--- config.mk ---
export PLATFORM = sky130hd
export DESIGN_NAME = nabp_image_writer
export DESIGN_NICKNAME = d
export VERILOG_FILES = /design/src/rtl/nabp_image_writer_pkg.sv /design/src/rtl/nabp_image_writer_fifo.sv /design/src/rtl/nabp_image_writer.sv
export SDC_FILE = /design/constraint.sdc
export NUM_CORES = 1
export LEC_CHECK = 0
export CAP_MARGIN = 20
export CORE_MARGIN = 5
export CORE_UTILIZATION = 40
export DETAILED_ROUTE_END_ITERATION = 7
export SLEW_MARGIN = 20
export SYNTH_ARGS = -nofsm -noshare
export SYNTH_HDL_FRONTEND = slang
export SYNTH_SLANG_ARGS = --single-unit
--- constraint.sdc ---
create_clock -name clk -period 6.2 [get_ports clk]
set_input_delay 0.93 -clock clk [delete_from_list [all_inputs] [get_ports clk]]
set_output_delay 0.93 -clock clk [all_outputs]
set_load 0.02 [all_outputs]
--- src/rtl/nabp_image_writer_pkg.sv ---
// Shared widths, writer state encoding and small helpers
// for the NABP image writer stream stage.
package nabp_image_writer_pkg;

    localparam int kImageAddressLength = 14;
    localparam int kFilteredDataLength = 16;
    localparam int kSkipCountLength    = 16;

    typedef enum logic [1:0] {
        idle_s   = 2'd0,
        active_s = 2'd1,
        drain_s  = 2'd2
    } image_writer_state_e;

    function automatic logic [kSkipCountLength-1:0] sat_inc(
        input logic [kSkipCountLength-1:0] v
    );
        return (v == '1) ? v : v + 1'b1;
    endfunction

endpackage

--- src/rtl/nabp_image_writer_fifo.sv ---
// Synchronous first-word-fall-through FIFO, power-of-two depth.
// Pushes when full and pops when empty are ignored.
module nabp_sync_fifo #(
    parameter int WIDTH = 16,
    parameter int DEPTH = 4
) (
    input  logic             clk,
    input  logic             reset_n,
    input  logic             push,
    input  logic             pop,
    input  logic [WIDTH-1:0] din,
    output logic [WIDTH-1:0] dout,
    output logic             full,
    output logic             empty
);

    localparam int AW = (DEPTH > 1) ? $clog2(DEPTH) : 1;
    localparam logic [AW:0] kFull = DEPTH[AW:0];
    localparam logic [AW:0] kOne  = 1;
    localparam logic [AW-1:0] kPtrOne = 1;

    logic [WIDTH-1:0] mem_q [DEPTH];
    logic [AW-1:0]    wr_q;
    logic [AW-1:0]    rd_q;
    logic [AW:0]      cnt_q;
    logic             do_push;
    logic             do_pop;

    assign full    = (cnt_q == kFull);
    assign empty   = (cnt_q == '0);
    assign do_push = push && !full;
    assign do_pop  = pop && !empty;
    assign dout    = mem_q[rd_q];

    always_ff @(posedge clk or negedge reset_n) begin
        if (!reset_n) begin
            wr_q  <= '0;
            rd_q  <= '0;
            cnt_q <= '0;
        end else begin
            if (do_push) wr_q <= wr_q + kPtrOne;
            if (do_pop)  rd_q <= rd_q + kPtrOne;
            unique case ({do_push, do_pop})
                2'b10:   cnt_q <= cnt_q + kOne;
                2'b01:   cnt_q <= cnt_q - kOne;
                default: cnt_q <= cnt_q;
            endcase
        end
    end

    // Storage needs no reset; only entries behind the count are read.
    always_ff @(posedge clk) begin
        if (do_push) mem_q[wr_q] <= din;
    end

endmodule

--- src/rtl/nabp_image_writer.sv ---
// Pairs buffered PE-chain pixels with addresser addresses and
// issues image RAM writes, skipping out-of-range pixels.
module nabp_image_writer
    import nabp_image_writer_pkg::*;
#(
    parameter int DATA_WIDTH = kFilteredDataLength,
    parameter int ADDR_WIDTH = kImageAddressLength,
    parameter int FIFO_DEPTH = 4
) (
    input  logic                        clk,
    input  logic                        reset_n,
    input  logic                        ir_kick,
    input  logic                        ir_done,
    input  logic                        ir_addr_valid,
    input  logic [ADDR_WIDTH-1:0]       ir_addr,
    output logic                        ir_enable,
    input  logic [DATA_WIDTH-1:0]       pe_data,
    input  logic                        pe_valid,
    output logic                        pe_ready,
    input  logic                        ram_ready,
    output logic                        ram_we,
    output logic [ADDR_WIDTH-1:0]       ram_waddr,
    output logic [DATA_WIDTH-1:0]       ram_wdata,
    output logic                        hs_done,
    output logic                        busy,
    output logic [kSkipCountLength-1:0] skip_count
);

    image_writer_state_e         state_q;
    logic                        ram_we_q;
    logic [ADDR_WIDTH-1:0]       ram_waddr_q;
    logic [DATA_WIDTH-1:0]       ram_wdata_q;
    logic                        hs_done_q;
    logic [kSkipCountLength-1:0] skip_q;

    logic                  full;
    logic                  empty;
    logic                  pop_ok;
    logic [DATA_WIDTH-1:0] head;

    assign pe_ready  = !full;
    assign pop_ok    = (state_q == active_s) && !empty && ram_ready;
    assign ir_enable = pop_ok;

    nabp_sync_fifo #(
        .WIDTH (DATA_WIDTH),
        .DEPTH (FIFO_DEPTH)
    ) u_fifo (
        .clk     (clk),
        .reset_n (reset_n),
        .push    (pe_valid),
        .pop     (pop_ok),
        .din     (pe_data),
        .dout    (head),
        .full    (full),
        .empty   (empty)
    );

    always_ff @(posedge clk or negedge reset_n) begin
        if (!reset_n) begin
            state_q     <= idle_s;
            ram_we_q    <= 1'b0;
            ram_waddr_q <= '0;
            ram_wdata_q <= '0;
            hs_done_q   <= 1'b0;
            skip_q      <= '0;
        end else begin
            ram_we_q  <= 1'b0;
            hs_done_q <= 1'b0;
            if (pop_ok) begin
                ram_we_q    <= ir_addr_valid;
                ram_waddr_q <= ir_addr;
                ram_wdata_q <= head;
                if (!ir_addr_valid) skip_q <= sat_inc(skip_q);
            end
            unique case (state_q)
                idle_s: begin
                    if (ir_kick) begin
                        state_q <= active_s;
                        skip_q  <= '0;
                    end
                end
                active_s: begin
                    if (pop_ok && ir_done) begin
                        state_q   <= drain_s;
                        hs_done_q <= 1'b1;
                    end
                end
                drain_s: state_q <= idle_s;
                default: state_q <= idle_s;
            endcase
        end
    end

    assign ram_we     = ram_we_q;
    assign ram_waddr  = ram_waddr_q;
    assign ram_wdata  = ram_wdata_q;
    assign hs_done    = hs_done_q;
    assign skip_count = skip_q;
    assign busy       = (state_q != idle_s);

endmodule
# Yosys cells after proc, flatten, opt, wreduce, memory -nomap -nowiden
# Memory sizes are Yosys's and may differ from the RTL's. A register that Yosys moved wholly into a read port is not among the register bits.
# Cells that the tools add are included.
dict set report classes {
  n_addsub 5
  n_eq_ne 7
  n_mux 14
  reduce_logical 13
}
# operator n
set op_table {}
lappend op_table {{16-bit 2-to-1 mux} 5}
lappend op_table {{16-bit by 1-bit adder with 16-bit output (second input constant)} 1}
lappend op_table {{16-bit equality test (second input constant)} 1}
lappend op_table {{3-bit case mux with 2 select lines} 1}
lappend op_table {{1-bit logical AND} 5}
lappend op_table {{1-bit 2-to-1 mux} 5}
lappend op_table {{2-bit by 1-bit adder with 2-bit output (second input constant)} 2}
lappend op_table {{2-bit by 1-bit equality test with 1-bit output (second input constant)} 2}
lappend op_table {{2-bit 2-to-1 mux} 2}
lappend op_table {{2-bit case mux with 2 select lines} 1}
lappend op_table {{2-bit nonzero test} 2}
lappend op_table {{3-bit by 1-bit adder with 3-bit output (second input constant)} 1}
lappend op_table {{3-bit equality test (second input constant)} 1}
lappend op_table {{1-bit zero test} 3}
lappend op_table {{3-bit zero test} 1}
lappend op_table {{3-bit by 1-bit subtractor with 3-bit output (second input constant)} 1}
lappend op_table {{2-bit equality test (second input constant)} 1}
lappend op_table {{2-bit zero test} 1}
lappend op_table {{2-bit by 1-bit inequality test with 1-bit output (second input constant)} 1}
lappend op_table {{2-bit inequality test (second input constant)} 1}
lappend op_table {{2-bit AND reduction} 1}
dict set report word_totals {
  regBits 41
  mem_bits_rw 64
  in_bits 37
  elab_cells 48
  n_memories 1
}
# memory depth width rd rd_clocked_by_memory_dff write_ports line_no
set mem_list {}
lappend mem_list {u_fifo.mem_q 4 16 1 1 1 nabp_image_writer_fifo.sv:22} ;# logic [WIDTH-1:0] mem_q [DEPTH];

# Depth between registers and ports, before layout
dict set report logic_depth {
  depth_word 7
  mapped_depth 11
}

# Modules after synthesis
# A second synthesis with hierarchy kept.
dict set report unflattened {
  cells_unflattened 364
  area_unflattened_um2 5036.1
}
# mod instances cells_per_inst area_per_inst_um2 seq_area_each_um2
set by_module_without_submodules {}
lappend by_module_without_submodules {nabp_sync_fifo 1 121 2775.2 2097.0}
lappend by_module_without_submodules {nabp_image_writer 1 243 2260.9 1251.2}

# Worst setup path after synthesis
# No wires, ideal clock.
dict set report synth_path {
  path_type {input to register}
  startpoint {in ram_ready}
  endpoint {reg u_fifo.cnt_q[2]}
  setup_ns 0.079
  arrival_time_ns 2.369
  required_time_ns 6.121
  setup_slack_ns 3.752
  cell_stages 9
  path_buffers 2
  path_cell_list {and4b_1 -> buf_6 -> buf_6 -> ha_1 -> inv_1 -> fa_1 -> xor2_1 -> nor2_1 -> xor2_1}
}
dict set report synth_between {
  elab_chain_len 4
  elab_cells_between_ends 6
  classes_between {eq/ne (2); mux (1); reduce/logical (3)}
}
# element line_no
set synth_rtl {}
lappend synth_rtl {{start, declared} nabp_image_writer.sv:20} ;# input logic ram_ready,
lappend synth_rtl {{1-bit logical AND *} nabp_image_writer.sv:42} ;# assign pop_ok = (state_q == active_s) && !empty && ram_ready;
lappend synth_rtl {{1-bit logical AND *} nabp_image_writer_fifo.sv:32} ;# assign do_pop = pop && !empty;
lappend synth_rtl {{via u_fifo.do_pop} nabp_image_writer_fifo.sv:27} ;# logic do_pop;
lappend synth_rtl {{2-bit by 1-bit equality test with 1-bit output or 2-bit equality test (tied branches)} nabp_image_writer_fifo.sv:43} ;# unique case ({do_push, do_pop})
lappend synth_rtl {{3-bit case mux with 2 select lines or 2-bit nonzero test (tied branches)} -}
lappend synth_rtl {{end signal, assigned} nabp_image_writer_fifo.sv:44} ;# 2'b10: cnt_q <= cnt_q + kOne;
lappend synth_rtl {{end signal, assigned} nabp_image_writer_fifo.sv:45} ;# 2'b01: cnt_q <= cnt_q - kOne;
lappend synth_rtl {{end signal, assigned} nabp_image_writer_fifo.sv:46} ;# default: cnt_q <= cnt_q;
lappend synth_rtl {{end, declared} nabp_image_writer_fifo.sv:25} ;# logic [AW:0] cnt_q;
# The timed path passes the listed nets; every way through them passes the cells marked *.
# A chain may end at the register's enable or synchronous reset.

# Worst setup path after layout
dict set report layout_path {
  startpoint {in ram_ready}
  endpoint {out ir_enable}
}
dict set report layout_between {
  elab_chain_len 1
}
# element line_no
set layout_rtl {}
lappend layout_rtl {{1-bit logical AND} nabp_image_writer.sv:42}
lappend layout_rtl {{end, declared} nabp_image_writer.sv:16} ;# output logic ir_enable,
# No other way between the ends.

==> results.yml <==
worst_setup_path:
  critical_path_endpoint_category: "output port"
  worst-path-max-fanout: 3
  cp.buffers_inverters: 2
  timing_worst_setup_path_type: "in -> out"
  cell_occurring_most_often_along_the_worst_timing_path: "clkdlybuf4s50_1"
  crit_start: "ram_ready"
  critPathRequiredTime_ps: 5270
  reg2reg_slack_ps: 3530
  slowest_delay_ps: 600
  crit_chain: "clkdlybuf4s50_1, and4b_1, clkdlybuf4s50_1"
  r2r_start: "u_fifo.cnt_q[0]"
  type_of_element_launching_the_critical_path: "input port"
  worst-endpoint-arrival_ps: 2190
  crit_family: "buffers and inverters"
  cpMaxStageDelayCell: "clkdlybuf4s50_1"
clocking:
  cts_setup_buffers: 0
  post_cts.resized_instances: 0
  path_clk_slew_ps: 60
  clock_tree_from_tritoncts: "yes"
  worstSkewPairLatency_ps: 420
  htree_num_levels: 4
  holdBufCountCts: 0
  cts_root_buf: "clkbuf_16"
  cts_buffer_depth: 2
  cts_sinks: 121
  tritoncts.num_buffers: 17
min_path:
  min-delay-path-class: "in -> async"
timing:
  maxClockFrequency_mhz: 320.2
  fin_skew_ps: 8.605
  transition_time_at_the_pin_with_the_least_slew_margin_ps: 915.5
  timing.setup.tns_ps: 0
  report.final.setup_viol: 0
  finalWorstPathRequiredPeriod_ps: 3123
  report.final.hold_viol_count: 0
  max_slew_headroom_pct: 38.96
  rsz_0062_raised_after_global_routing: "false"
  timing_max_transition_violations_final: 0
  final.period_utilization_pct: 50.37
synth:
  synth_enable_flop_cells: 64
  synth_async_sr_flop_share_pct: 47.11
  post_synth_inst_count: 298
  synthDistinctLibCells: 39
  synthesis.area_sq_mm: 0.005029
  synth.ff_latch_count: 121
  syn_nets: 342
  syn-mean-instance-area_sq_um: 16.87
  part_of_the_yosys_area_used_for_sequential_elements_pct: 66.58
  synth-warning-count: 0
  postSynth.topFlopCell: "edfxtp_1"
final_layout:
  fillCellCount: 1041
  flow.area_growth_from_synthesis_pct: 32.20
  num_antenna_cells: 0
  multiInputGateArea_sq_mm: 0.001569
  final_cell_area_sq_mm: 0.006648
  area.sequential_sq_mm: 0.003348
  post_route_cells_drive_above_1_share_pct: 22.00
  most_used_cells_in_the_layout_excluding_fill_and_tap_cells: "clkdlybuf4s50_1 (86), edfxtp_1 (64), dfrtp_1 (57), mux2_4 (25), clkbuf_16 (17)"
  layout_commonest_cell: "clkdlybuf4s50_1"
  design.final.nets: 440
drt:
  route.antenna.remaining_nets: 0
  drt_iter0_drcs: 208
  dr.pass1.iters: 4
  dr_total_vias: 2861
  totalWireLength_microns: 10080
  post-route-drc-count: 0
  routed_wire_length_per_instance_microns: 17.34
  via_per_inst: 4.924
floorplan:
  die_height_microns: 122.1
  start_util_pct: 40.34
  die_area_sq_mm: 0.01491
  ios: 88
  coreArea_sq_mm: 0.01247
  floorplan.die.width_microns: 122.1
  fp-row-count: 41
job:
  max-cap-violations: 0
global_routing:
  grt_antenna_before_repair: 0
  grt_first_pass_wirelength_microns: 16380
  grt_pass1_vias: 3061
  grt_resource_usage_total_pct: 14.79
  gr-total-overflow: 0
  grt_start_max_net_pins: 42
place:
  numPortBuffers: 87
  placedInstanceArea_sq_mm: 0.006055
  gp_congestion: 0.8139
  dp_hpwl_microns: 6421
power:
  power_per_cell_area_mw_per_mm2: 486.0
  power_leakage_nw: 2.529
  ir_drop_mv: 0.2826
status:
  result_of_the_run: "finished, final reports clean"
logic make-up (layout without fill, tap and decap cells):
family	after synthesis	count (layout)	synth area share, %
DFF	121	121	66.58
and+or+nand+nor	70	70	8.634
muxes	52	52	16.97
AOI/OAI and AO/OA	22	22	2.637
buffers and inverters	20	131	2.239
adders and majority gates	7	7	1.891
xor gates and xnor gates	6	6	1.045
layer usage:
metal	wire length (microns)	part of all wire, %	global-route usage (%)	vias to the layer above
met3	681	6.8	5.525	16
li1	-	-	-	1344
met2	4872	48	23.07	88
met1	4365	43	18.61	1413
met4	157	1.6	6.228	0
met5	0	0	0	-
through the flow:
| step | utilization, % | instances | setup slack [ps] | hold WS [ps] | power [W] |
|---|---|---|---|---|---|
| after floorplan | - | 298 | 3752 | 455.5 | 0.001892 |
| after global placement | 48.57 | 549 | 2859 | 477.9 | 0.002280 |
| after detailed placement | 48.57 | 549 | 2784 | 488.0 | 0.002294 |
| after CTS | 53.33 | 581 | 3073 | 417.2 | 0.003285 |
| after global routing | 53.33 | 581 | 3016 | 437.1 | 0.003405 |
| final | 53.33 | 581 | 3077 | 424.7 | 0.003231 |
power by group:
group	leakage (nW)	internal [W]	switching [W]	total [W]
sequential	1.30	0.00109	0.000131	0.00122
clock	0.279	0.000599	0.000375	0.000974
combinational	0.955	0.000567	0.000473	0.00104
total	2.53	0.00225	0.000980	0.00323
area by class of cell:
type                            count  area share, %
Inverter                            9         0.5082
Clock inverter                     15          2.522
Tap cell                          172          3.237
Multi-Input combinational cell    157          23.60
Timing Repair Buffer               90          13.36
Clock buffer                       17          6.399
Sequential cell                   121          50.37
path summary, 6_finish.rpt:
| path | cells past startpoint | endpoint |
|---|---|---|
| max | 3 | ir_enable |
| min | 1 | ram_waddr[10] |
| max reg2reg | 9 | u_fifo.cnt_q[2] |
| min reg2reg | 1 | u_fifo.cnt_q[0] |
| max in group asynchronous | 2 | skip_count[3] |
| min in group clk | 1 | u_fifo.cnt_q[0] |
state kept, by name (all words and copies together) (netlist names), 2 cells and up:
register / flops
skip_count: 16
ram_waddr: 14
u_fifo.rd_q: 2
u_fifo.wr_q: 2
state_q: 2
u_fifo.cnt_q: 3
u_fifo.mem_q: 64
ram_wdata: 16
cell usage after synthesis (3+ instances only):
master    number  area (sq um)
and3_1         7         43.79
buf_6          4         45.04
inv_1          9         33.78
a211oi_1       3         22.52
mux2_4        25         375.4
or2_2          3         18.77
or3_1          4         25.02
dfrtp_1       57          1426
ha_1           6         75.07
nor2_1         6         22.52
a21oi_1        8         40.04
clkbuf_1       3         11.26
and4_1         3         26.28
xnor2_1        3         26.28
nand4_1        6         37.54
mux2_2         6         67.56
nor3_1         3         15.01
nand3_1        5         25.02
o31ai_1        4         30.03
or4_1          6         45.04
buf_2          3         15.01
mux2i_1        5         50.05
mux4_2        16         360.4
nand2_1       13         48.80
and2_1         5         31.28
xor2_1         3         26.28
edfxtp_1      64          1922
o21ai_0        5         25.02
No activity file was read; power rests on OpenSTA's default activity.
